==> config.mk <==
export PLATFORM = sky130hd
export DESIGN_NAME = obi_imem_responder
export DESIGN_NICKNAME = d
export VERILOG_FILES = /design/src/rtl/obi_imem_responder.sv
export SDC_FILE = /design/constraint.sdc
export NUM_CORES = 1
export LEC_CHECK = 0
export ABC_AREA = 1
export CORE_ASPECT_RATIO = 1.1
export CORE_MARGIN = 1.5
export CORE_UTILIZATION = 44
export DETAILED_ROUTE_END_ITERATION = 12
export PLACE_DENSITY = 0.84
export RECOVER_POWER = 50
export SLEW_MARGIN = 30
export SYNTH_ARGS = -nofsm -noshare
export SYNTH_HDL_FRONTEND = slang
export SYNTH_SLANG_ARGS = --single-unit
==> constraint.sdc <==
create_clock -name clk_i -period 5.4 [get_ports clk_i]
set_input_delay 0.81 -clock clk_i [delete_from_list [all_inputs] [get_ports clk_i]]
set_output_delay 0.81 -clock clk_i [all_outputs]
set_load 0.05 [all_outputs]
==> src/rtl/obi_imem_responder.sv <==
// OBI responder in front of a synchronous single-port SRAM with an in-order response FIFO.
// Optional OBI_RESP_ERR_EN: out-of-range requests answer with obi_err_o=1 and skip the SRAM.
module obi_imem_responder #(
    parameter int unsigned MEM_AW    = 14,
    parameter int unsigned DEPTH     = 2,
    parameter logic [31:0] BASE_ADDR = 32'h0000_0000
) (
    input  logic              clk_i,
    input  logic              rst_n_i,

    input  logic              obi_req_i,
    output logic              obi_gnt_o,
    input  logic [31:0]       obi_addr_i,
    input  logic              obi_we_i,
    input  logic [3:0]        obi_be_i,
    input  logic [31:0]       obi_wdata_i,
    output logic              obi_rvalid_o,
    input  logic              obi_rready_i,
    output logic [31:0]       obi_rdata_o,
`ifdef OBI_RESP_ERR_EN
    output logic              obi_err_o,
`endif

    output logic              sram_req_o,
    output logic              sram_we_o,
    output logic [MEM_AW-1:0] sram_addr_o,
    output logic [3:0]        sram_be_o,
    output logic [31:0]       sram_wdata_o,
    input  logic [31:0]       sram_rdata_i
);

    localparam int unsigned PtrW = (DEPTH > 1) ? $clog2(DEPTH) : 1;
    localparam int unsigned CntW = $clog2(DEPTH) + 1;
    localparam logic [CntW:0] DepthC = DEPTH[CntW:0];

    typedef logic [PtrW-1:0] ptr_t;
    typedef logic [CntW-1:0] cnt_t;

    logic        pending_q;
    logic        pend_we_q;
    logic        pend_err_q;
    ptr_t        wptr_q;
    ptr_t        rptr_q;
    cnt_t        count_q;
    logic [31:0] fifo_data_q [DEPTH];

    logic [31:0] offset;
    logic        in_range;
    logic [CntW:0] occ;
    logic        gnt;
    logic        empty;
    logic        full;
    logic        push;
    logic        pop;
    logic        rvalid;
    logic [31:0] resp_data;

    function automatic ptr_t ptr_inc(ptr_t p);
        if (p == ptr_t'(DEPTH - 1)) begin
            return '0;
        end
        return p + ptr_t'(1);
    endfunction

    // Bits above the memory window and the byte offset play no part in the SRAM address.
    assign offset = obi_addr_i - BASE_ADDR;

    logic unused_offset;
    assign unused_offset = ^{offset[31:MEM_AW+2], offset[1:0]};

`ifdef OBI_RESP_ERR_EN
    assign in_range = ((offset >> (MEM_AW + 2)) == 32'd0);
`else
    assign in_range = 1'b1;
`endif

    assign occ   = {1'b0, count_q} + {{CntW{1'b0}}, pending_q};
    assign empty = (count_q == '0);
    assign full  = (count_q == DepthC[CntW-1:0]);

    // Gated by reset so no grant can escape while the responder is held in reset.
    assign gnt       = rst_n_i & obi_req_i & (occ < DepthC);
    assign obi_gnt_o = gnt;

    assign sram_req_o   = gnt & in_range;
    assign sram_we_o    = sram_req_o & obi_we_i;
    assign sram_addr_o  = offset[MEM_AW+1:2];
    assign sram_be_o    = obi_be_i;
    assign sram_wdata_o = obi_wdata_i;

    assign resp_data = (pend_we_q || pend_err_q) ? 32'd0 : sram_rdata_i;

    assign rvalid = pending_q | ~empty;
    assign pop    = ~empty & obi_rready_i;
    // A fresh response bypasses the FIFO only when the FIFO is empty and it is taken at once.
    assign push   = pending_q & ~(empty & obi_rready_i);

    always_comb begin
        obi_rvalid_o = rvalid;
        obi_rdata_o  = 32'd0;
        if (!empty) begin
            obi_rdata_o = fifo_data_q[rptr_q];
        end else if (pending_q) begin
            obi_rdata_o = resp_data;
        end
    end

    always_ff @(posedge clk_i or negedge rst_n_i) begin
        if (!rst_n_i) begin
            pending_q  <= 1'b0;
            pend_we_q  <= 1'b0;
            pend_err_q <= 1'b0;
            wptr_q     <= '0;
            rptr_q     <= '0;
            count_q    <= '0;
        end else begin
            pending_q <= gnt;
            if (gnt) begin
                pend_we_q  <= obi_we_i;
                pend_err_q <= ~in_range;
            end
            if (push) begin
                wptr_q <= ptr_inc(wptr_q);
            end
            if (pop) begin
                rptr_q <= ptr_inc(rptr_q);
            end
            unique case ({push, pop})
                2'b10:   count_q <= count_q + cnt_t'(1);
                2'b01:   count_q <= count_q - cnt_t'(1);
                default: count_q <= count_q;
            endcase
        end
    end

    always_ff @(posedge clk_i) begin
        if (push) begin
            fifo_data_q[wptr_q] <= resp_data;
        end
    end

`ifdef OBI_RESP_ERR_EN
    logic fifo_err_q [DEPTH];

    always_ff @(posedge clk_i) begin
        if (push) begin
            fifo_err_q[wptr_q] <= pend_err_q;
        end
    end

    always_comb begin
        obi_err_o = 1'b0;
        if (!empty) begin
            obi_err_o = fifo_err_q[rptr_q];
        end else if (pending_q) begin
            obi_err_o = pend_err_q;
        end
    end
`endif

    // The grant rule keeps occupancy within DEPTH, so a push into a full FIFO is a design bug.
    assert property (@(posedge clk_i) disable iff (!rst_n_i) !(push && full && !pop));

endmodule

---- After elaboration in Yosys (flattened, before gate mapping) ----
Memories as Yosys holds them, arrays and structs flattened.
Index checks and enable logic that the tools add are counted.
operators by class
  order comparisons ....................... 1
  eq/ne operators ......................... 2
  bitwise gates (word level) .............. 9
  add/subtract/negate cells ............... 5
  reduce and logical (&&, ||, !) cells .... 2
  muxes and demuxes ....................... 14
operators with widths
  operator             count
  $mux 32              3
  $mux 1               10
  $and 1x1->1          6
  $pmux 2 s2           1
  $add 2x1->3          1
  $lt 3x2->1 const B   1
  $add 1x1->1 const B  2
  $add 2x1->2 const B  1
  $eq 2x1->1 const B   1
  $eq 2x2->1 const B   1
  $logic_not 2->1      1
  $not 1->1            2
  $reduce_bool 2->1    1
  $sub 2x1->2 const B  1
  $or 1x1->1           1
word-level totals
  output and inout bits ................... 86
  register bits ........................... 6
  memories kept ........................... 1
  RAM bits ................................ 64
  input port bits ......................... 105
  logic and storage cells ................. 39
memory list
  name         depth  bits a word  read ports  clocked after Yosys merged registers in  write ports  line  RTL
  fifo_data_q  2      32           1           0                                        1            45    logic [31:0] fifo_data_q [DEPTH];

---- Logic depth before layout (Yosys ltp) ----
  depth in word-level cells ............... 6
  depth in mapped cells ................... 9
  depth with buffers taken out ............ 9

---- Worst setup path after synthesis ----
No wires, ideal clock.
  path type ............................... input-to-output
  start point ............................. input sram_rdata_i[31]
  end point ............................... output obi_rdata_o[31]
  stages .................................. 2
  required time ........................... 4.590 ns
  arrival time ............................ 1.955 ns
  buffers on the path ..................... 0
  setup slack ............................. 2.635 ns
  cells stage by stage .................... nand2_1 -> o21ai_0
between the ends
  longest elaborated chain between the ends .. 3
RTL lines
  item                line  RTL
  start: declaration  29    input logic [31:0] sram_rdata_i
  $mux 32             91    assign resp_data = (pend_we_q || pend_err_q) ? 32'd0 : sram_rdata_i;
  $mux 32             103   end else if (pending_q) begin
  $mux 32             101   if (!empty) begin
  end: declaration    19    output logic [31:0] obi_rdata_o,
Every way passes these cells.

---- Worst setup path after layout ----
  start point ............................. register pend_we_q
  end point ............................... output obi_rdata_o[17]
between the ends
  longest elaborated chain between the ends .. 3
RTL lines
  item                      line  RTL
  start: declaration        40    logic pend_we_q;
  start signal: assignment  119   pend_we_q <= obi_we_i;
  $mux 32                   91
  $mux 32                   103
  $mux 32                   101
Every way passes these cells.

==> results.sh <==
export IMPL_hold_viol=0
export IMPL_syn_area_mm2=0.00392
export IMPL_fin_area_mm2=0.00451
export IMPL_cp_required_ps=4590
export IMPL_fillers=765
export IMPL_drt_iter0_markers=101
export IMPL_fin_ws_ps=1790
export IMPL_grt_max_degree=34
export IMPL_via_per_inst=4.74
export IMPL_diodes=0
export IMPL_cts_tree="yes"
export IMPL_synth_area_leader_cell="edfxtp_1"
export IMPL_row_count=35
export IMPL_ys_top_cells_by_area="edfxtp_1, nand2_1, inv_1, buf_4, o21ai_2"
export IMPL_mostFrequentLayoutCell="nand2_1"
export IMPL_die_area_mm2=0.00949
export IMPL_startpoint="pend_we_q"
export IMPL_slew_violations=0
export IMPL_path_max_fanout=32
export IMPL_gp_congestion=0.810
export IMPL_grt_overflow=0
export IMPL_yosysSeqAreaShare_pct=52.9
export IMPL_grt_use_total_pct=18.3
export IMPL_tns_ps=0
export IMPL_critPathKind="reg2out"
export IMPL_tightest_slew_ps=1070
export IMPL_syn_inst=433
export IMPL_maxSlewHeadroom_pct=28.3
export IMPL_ant_nets=0
export IMPL_fin_crit_sh_pct=66.8
export IMPL_htreeDepth=3
export IMPL_arrival_ps=2800
export IMPL_start_util_pct=46.1
export IMPL_synth_cell_types=20
export IMPL_r2r_start="count_q[0]"
export IMPL_yosysWarnings=0
export IMPL_hp_class="reg2reg"
export IMPL_fmax_mhz=277
export IMPL_cts_buffer_depth=2
export IMPL_grt_pass1_vias=2634
export IMPL_cts_setup_buffers=0
export IMPL_clock_sinks=70
export IMPL_syn_num_nets=539
export IMPL_firstDrtPassIters=4
export IMPL_yosysTopAreaCellShare_pct=49.0
export IMPL_ir_worst_vdd_v=0.000334
export IMPL_fin_crit_ps=3610
export IMPL_io_buffers=72
export IMPL_drc=0
export IMPL_cts_hold_buffers=0
export IMPL_start_kind="flop"
export IMPL_grt_pass1_wl_um=13100
export IMPL_cap_viol_max_count=0
export IMPL_power_density_mw_per_mm2=609
export IMPL_cts_buffers=9
export IMPL_routed_wl_um=8410
export IMPL_areaGrowthSynthToFinish_pct=14.9
export IMPL_skew_ps=11.2
export IMPL_finalHoldWorstSlack_ps=481
export IMPL_vias=2694
export IMPL_place_hpwl_um=5780
export IMPL_drive_gt1_share_pct=11.6
export IMPL_fp_dieH_um=102
export IMPL_cts_root_buf="clkbuf_8"
export IMPL_synth_avg_cell_area_um2=9.05
export IMPL_fin_nets=558
export IMPL_setup_viol=0
export IMPL_final_cells=568
export IMPL_antenna_found_initial=0
export IMPL_rsz0062_at_grt="false"
export IMPL_post_drt_wl_per_cell_um=14.8
export IMPL_place_area_mm2=0.00430
export IMPL_clkSlewWorstSetupHoldPaths_ps=70
export IMPL_post_cts_resized=0
export IMPL_place_ws_ps=1910
export IMPL_critPathCaptureType="output port"
export IMPL_mostFrequentLayoutCells="nand2_1, inv_1, clkdlybuf4s50_1"
export IMPL_ios=191
export IMPL_ys_seq_elements=70
export IMPL_worstHoldStart="pend_we_q"
export IMPL_clock_latency_ps=330
export IMPL_placed_cells=551
export IMPL_outcome="finished clean"
export IMPL_die_w_um=93.0
export IMPL_core_area_mm2=0.00850
export IMPL_leakagePower_uw=0.00216
-- worst max-delay path, cell delays in order, from the launching register on --
cell and delay [ps]:
dfrtp_1 380, inv_1 780, nand2_1 240, o21ai_2 230
clkdlybuf4s50_1 830
-- through the flow --
| step | power [uW] | util, % |
|---|---|---|
| after floorplan | 2050 | - |
| after global placement | 2360 | 50.6 |
| after detailed placement | 2390 | 50.6 |
| after CTS | 2760 | 52.7 |
| after global routing | 2900 | 53.0 |
| final | 2740 | 53.0 |
-- worst paths after layout --
path                                           end  slack [ps]  depth (start not counted)
worst min-delay path                     pend_we_q         480                          2
min in group asynchronous               count_q[0]         810                          1
max in group asynchronous                   rptr_q        4350                          1
worst min register to register           pend_we_q         480                          2
worst max register to register  fifo_data_q[0][25]        3500                          5
worst max-delay path               obi_rdata_o[17]        1790                          4
-- final cells by class --
type,count,area [um^2],area share [%]
multi-input combinational,187,943,20.9
clock buffer,11,141,3.14
tap,111,139,3.08
inverter,109,412,9.14
sequential,70,2070,46.0
timing repair buffer,75,763,16.9
clock inverter,5,35.0,0.778
-- power by group --
group	switching, uW	internal (uW)
logic	1140	490
registers	33.6	713
clock network	190	179
-- Yosys cell counts --
cell type  instances
nand2_1          110
inv_1            107
edfxtp_1          64
buf_4             51
nand3_1           35
o21ai_2           30
buf_2             10
buf_6              6
dfrtp_1            6
nand4_1            2
nor2_1             2
o21ai_0            2
ha_1               1
inv_2              1
inv_4              1
nand2_4            1
nor2_4             1
o21ai_1            1
or2_1              1
xnor2_1            1
-- cell families (layout without fill, tap and decap cells) --
logic type      after synthesis  count (layout)  synth area share (%)
xor+xnor                      1               1                 0.223
compound gates               33              33                  7.09
simple gates                152             152                  16.2
fa+ha+maj                     1               1                 0.319
buf+inv                     176             200                  23.3
flops                        70              70                  52.9
-- flip-flops by register name, summed over array words and instances (netlist names) --
name,count
pending_q,1
pend_we_q,1
fifo_data_q,64
count_q,2
rptr_q,1
wptr_q,1
-- per-layer routing --
layer / part of all wire (%) / global-route usage, % / up-vias
li1: - / - / 1316
met1: 36 / 19.3 / 1245
met2: 49 / 31.4 / 97
met3: 11 / 7.59 / 36
met4: 3.8 / 9.67 / 0
met5: 0 / 0 / -
Power figures use the tool's default switching activity.
==> RTL change: new RTL, same flow settings <==
`DEPTH`: 2 -> 4.
--- a/src/rtl/obi_imem_responder.sv
+++ b/src/rtl/obi_imem_responder.sv
@@ -4,3 +4,3 @@
     parameter int unsigned MEM_AW    = 14,
-    parameter int unsigned DEPTH     = 2,
+    parameter int unsigned DEPTH     = 4,
     parameter logic [31:0] BASE_ADDR = 32'h0000_0000
Check against the original RTL: not equivalent (Yosys sat finds a counterexample within 4 cycles, from zero or initial values and one cycle with rst_n_i low).
==> RTL change against the unedited design <==
Critical endpoint is now obi_rdata_o[4]; routed wire length increased by 66%; first-iteration DRC count grew to 3.8 times the old value; worst setup slack worse by 580 ps; power increased by 83%; critical path type unchanged; synthesized area up 65%; final area rose by 70%; largest power group unchanged; clock skew shrank 4.8 ps; final cell count is 51% higher; sequential cell count grew 67.
==> RTL change: results (changes against the unedited design) <==
- Multi-input gate area: 1660 µm² (+76%)
- Regs by FF count: fifo_data_q: 128 flops, count_q: 3 flops
- Insertion delay to the later sink of the worst-skew pair: 410 ps (+80 ps)
- Max VDD drop: 478 µV (+43%)
- Seq area share: 0.530 (+0.0700)
- Sequential fraction of the synthesis area: 0.629 (+0.100)
- Pre-CTS setup slack: 1650 ps (-267 ps)
- R2R Setup Slk: 2860 ps (-640 ps)
- Fin nets: 766 (+37%)
- Layout cells sized above 1: 0.0780 (-0.0380)
- Inverters: 51 (-53%)
- # placed instances: 827 (+50%)
- Met3 routed WL: 1070 µm (+18%)
- Async set-or-reset flop fraction in the synthesized netlist: 0.0657 (-0.0200)
- Synth top cells by count: nand2_1 (177), nand3_1 (134), edfxtp_1 (128)
- Core box area: 14400 µm² (+69%)
- Number of global-route vias before repair: 4501 (+71%)
- Fin crit period: 4190 ps (+584 ps)
- PD cells: 652 nW/µm² (+7.1%)
- Dpl cell area: 7060 µm² (+64%)
- Met1 Track Usage GR: 0.209 (+0.0157)
- Layout clock area frac: 0.0814 (+0.0423)
- Total track usage: 0.186 (+0.00286)
- Synth Area in XOR/XNOR: 0.00135 (-0.000880)
- Compound-gate portion of the synthesized area: 0.00155 (-0.0693)
- Non-clock buffer count in the final layout: 82 (+9.3%)
- Outcome: complete, no violations
- First-pass GRT wire length: 21800 µm (+67%)
- DRT iter0 DRCs: 388 (+280%)
- Number of synthesized flops with an enable pin: 128 (+100%)
- P_clk: 1.19 mW (+220%)
- Met3 usage: 0.0428 (-0.0331)
- Fill cell count: 1159 (+52%)
- Worst EP arrival: 3380 ps (+580 ps)
- Max_slew headroom: 0.325 (+0.0419)
- Largest net degree at the start of global routing: 68 (+100%)
- GP Congestion: 0.728 (-10%)
- Root Driver: clkbuf_16
- Synth area leaders: edfxtp_1 (59%), nand3_1 (10%), nand2_1 (10%)
- H-tree depth: 4 (+1)
- Met1 Wirelength: 5340 µm (+75%)
==> RTL change: cell types whose count changed after synthesis, moves of 2 or more <==
cell	change
nor2_1	+36
clkbuf_1	+4
dfrtp_1	+3
or2_2	+2
nand3_1	+99
inv_1	-58
buf_2	+12
ha_1	+5
edfxtp_1	+64
o21ai_2	-30
buf_4	+5
nand2_1	+67
buf_6	-3
==> RTL change: path summary, 6_finish.rpt <==
check,startpoint,end,cells after the start
min in group asynchronous,rst_n_i,pending_q$_DFF_PN0_,1
worst min register to register,count_q[2]$_DFFE_PN0P_,count_q[2]$_DFFE_PN0P_,2
worst min-delay path,count_q[2]$_DFFE_PN0P_,count_q[2]$_DFFE_PN0P_,2
max in group asynchronous,rst_n_i,rptr_q[0]$_DFFE_PN0P_,1
worst max-delay path,count_q[0]$_DFFE_PN0P_,obi_rdata_o[4],6
worst max register to register,count_q[0]$_DFFE_PN0P_,count_q[2]$_DFFE_PN0P_,11
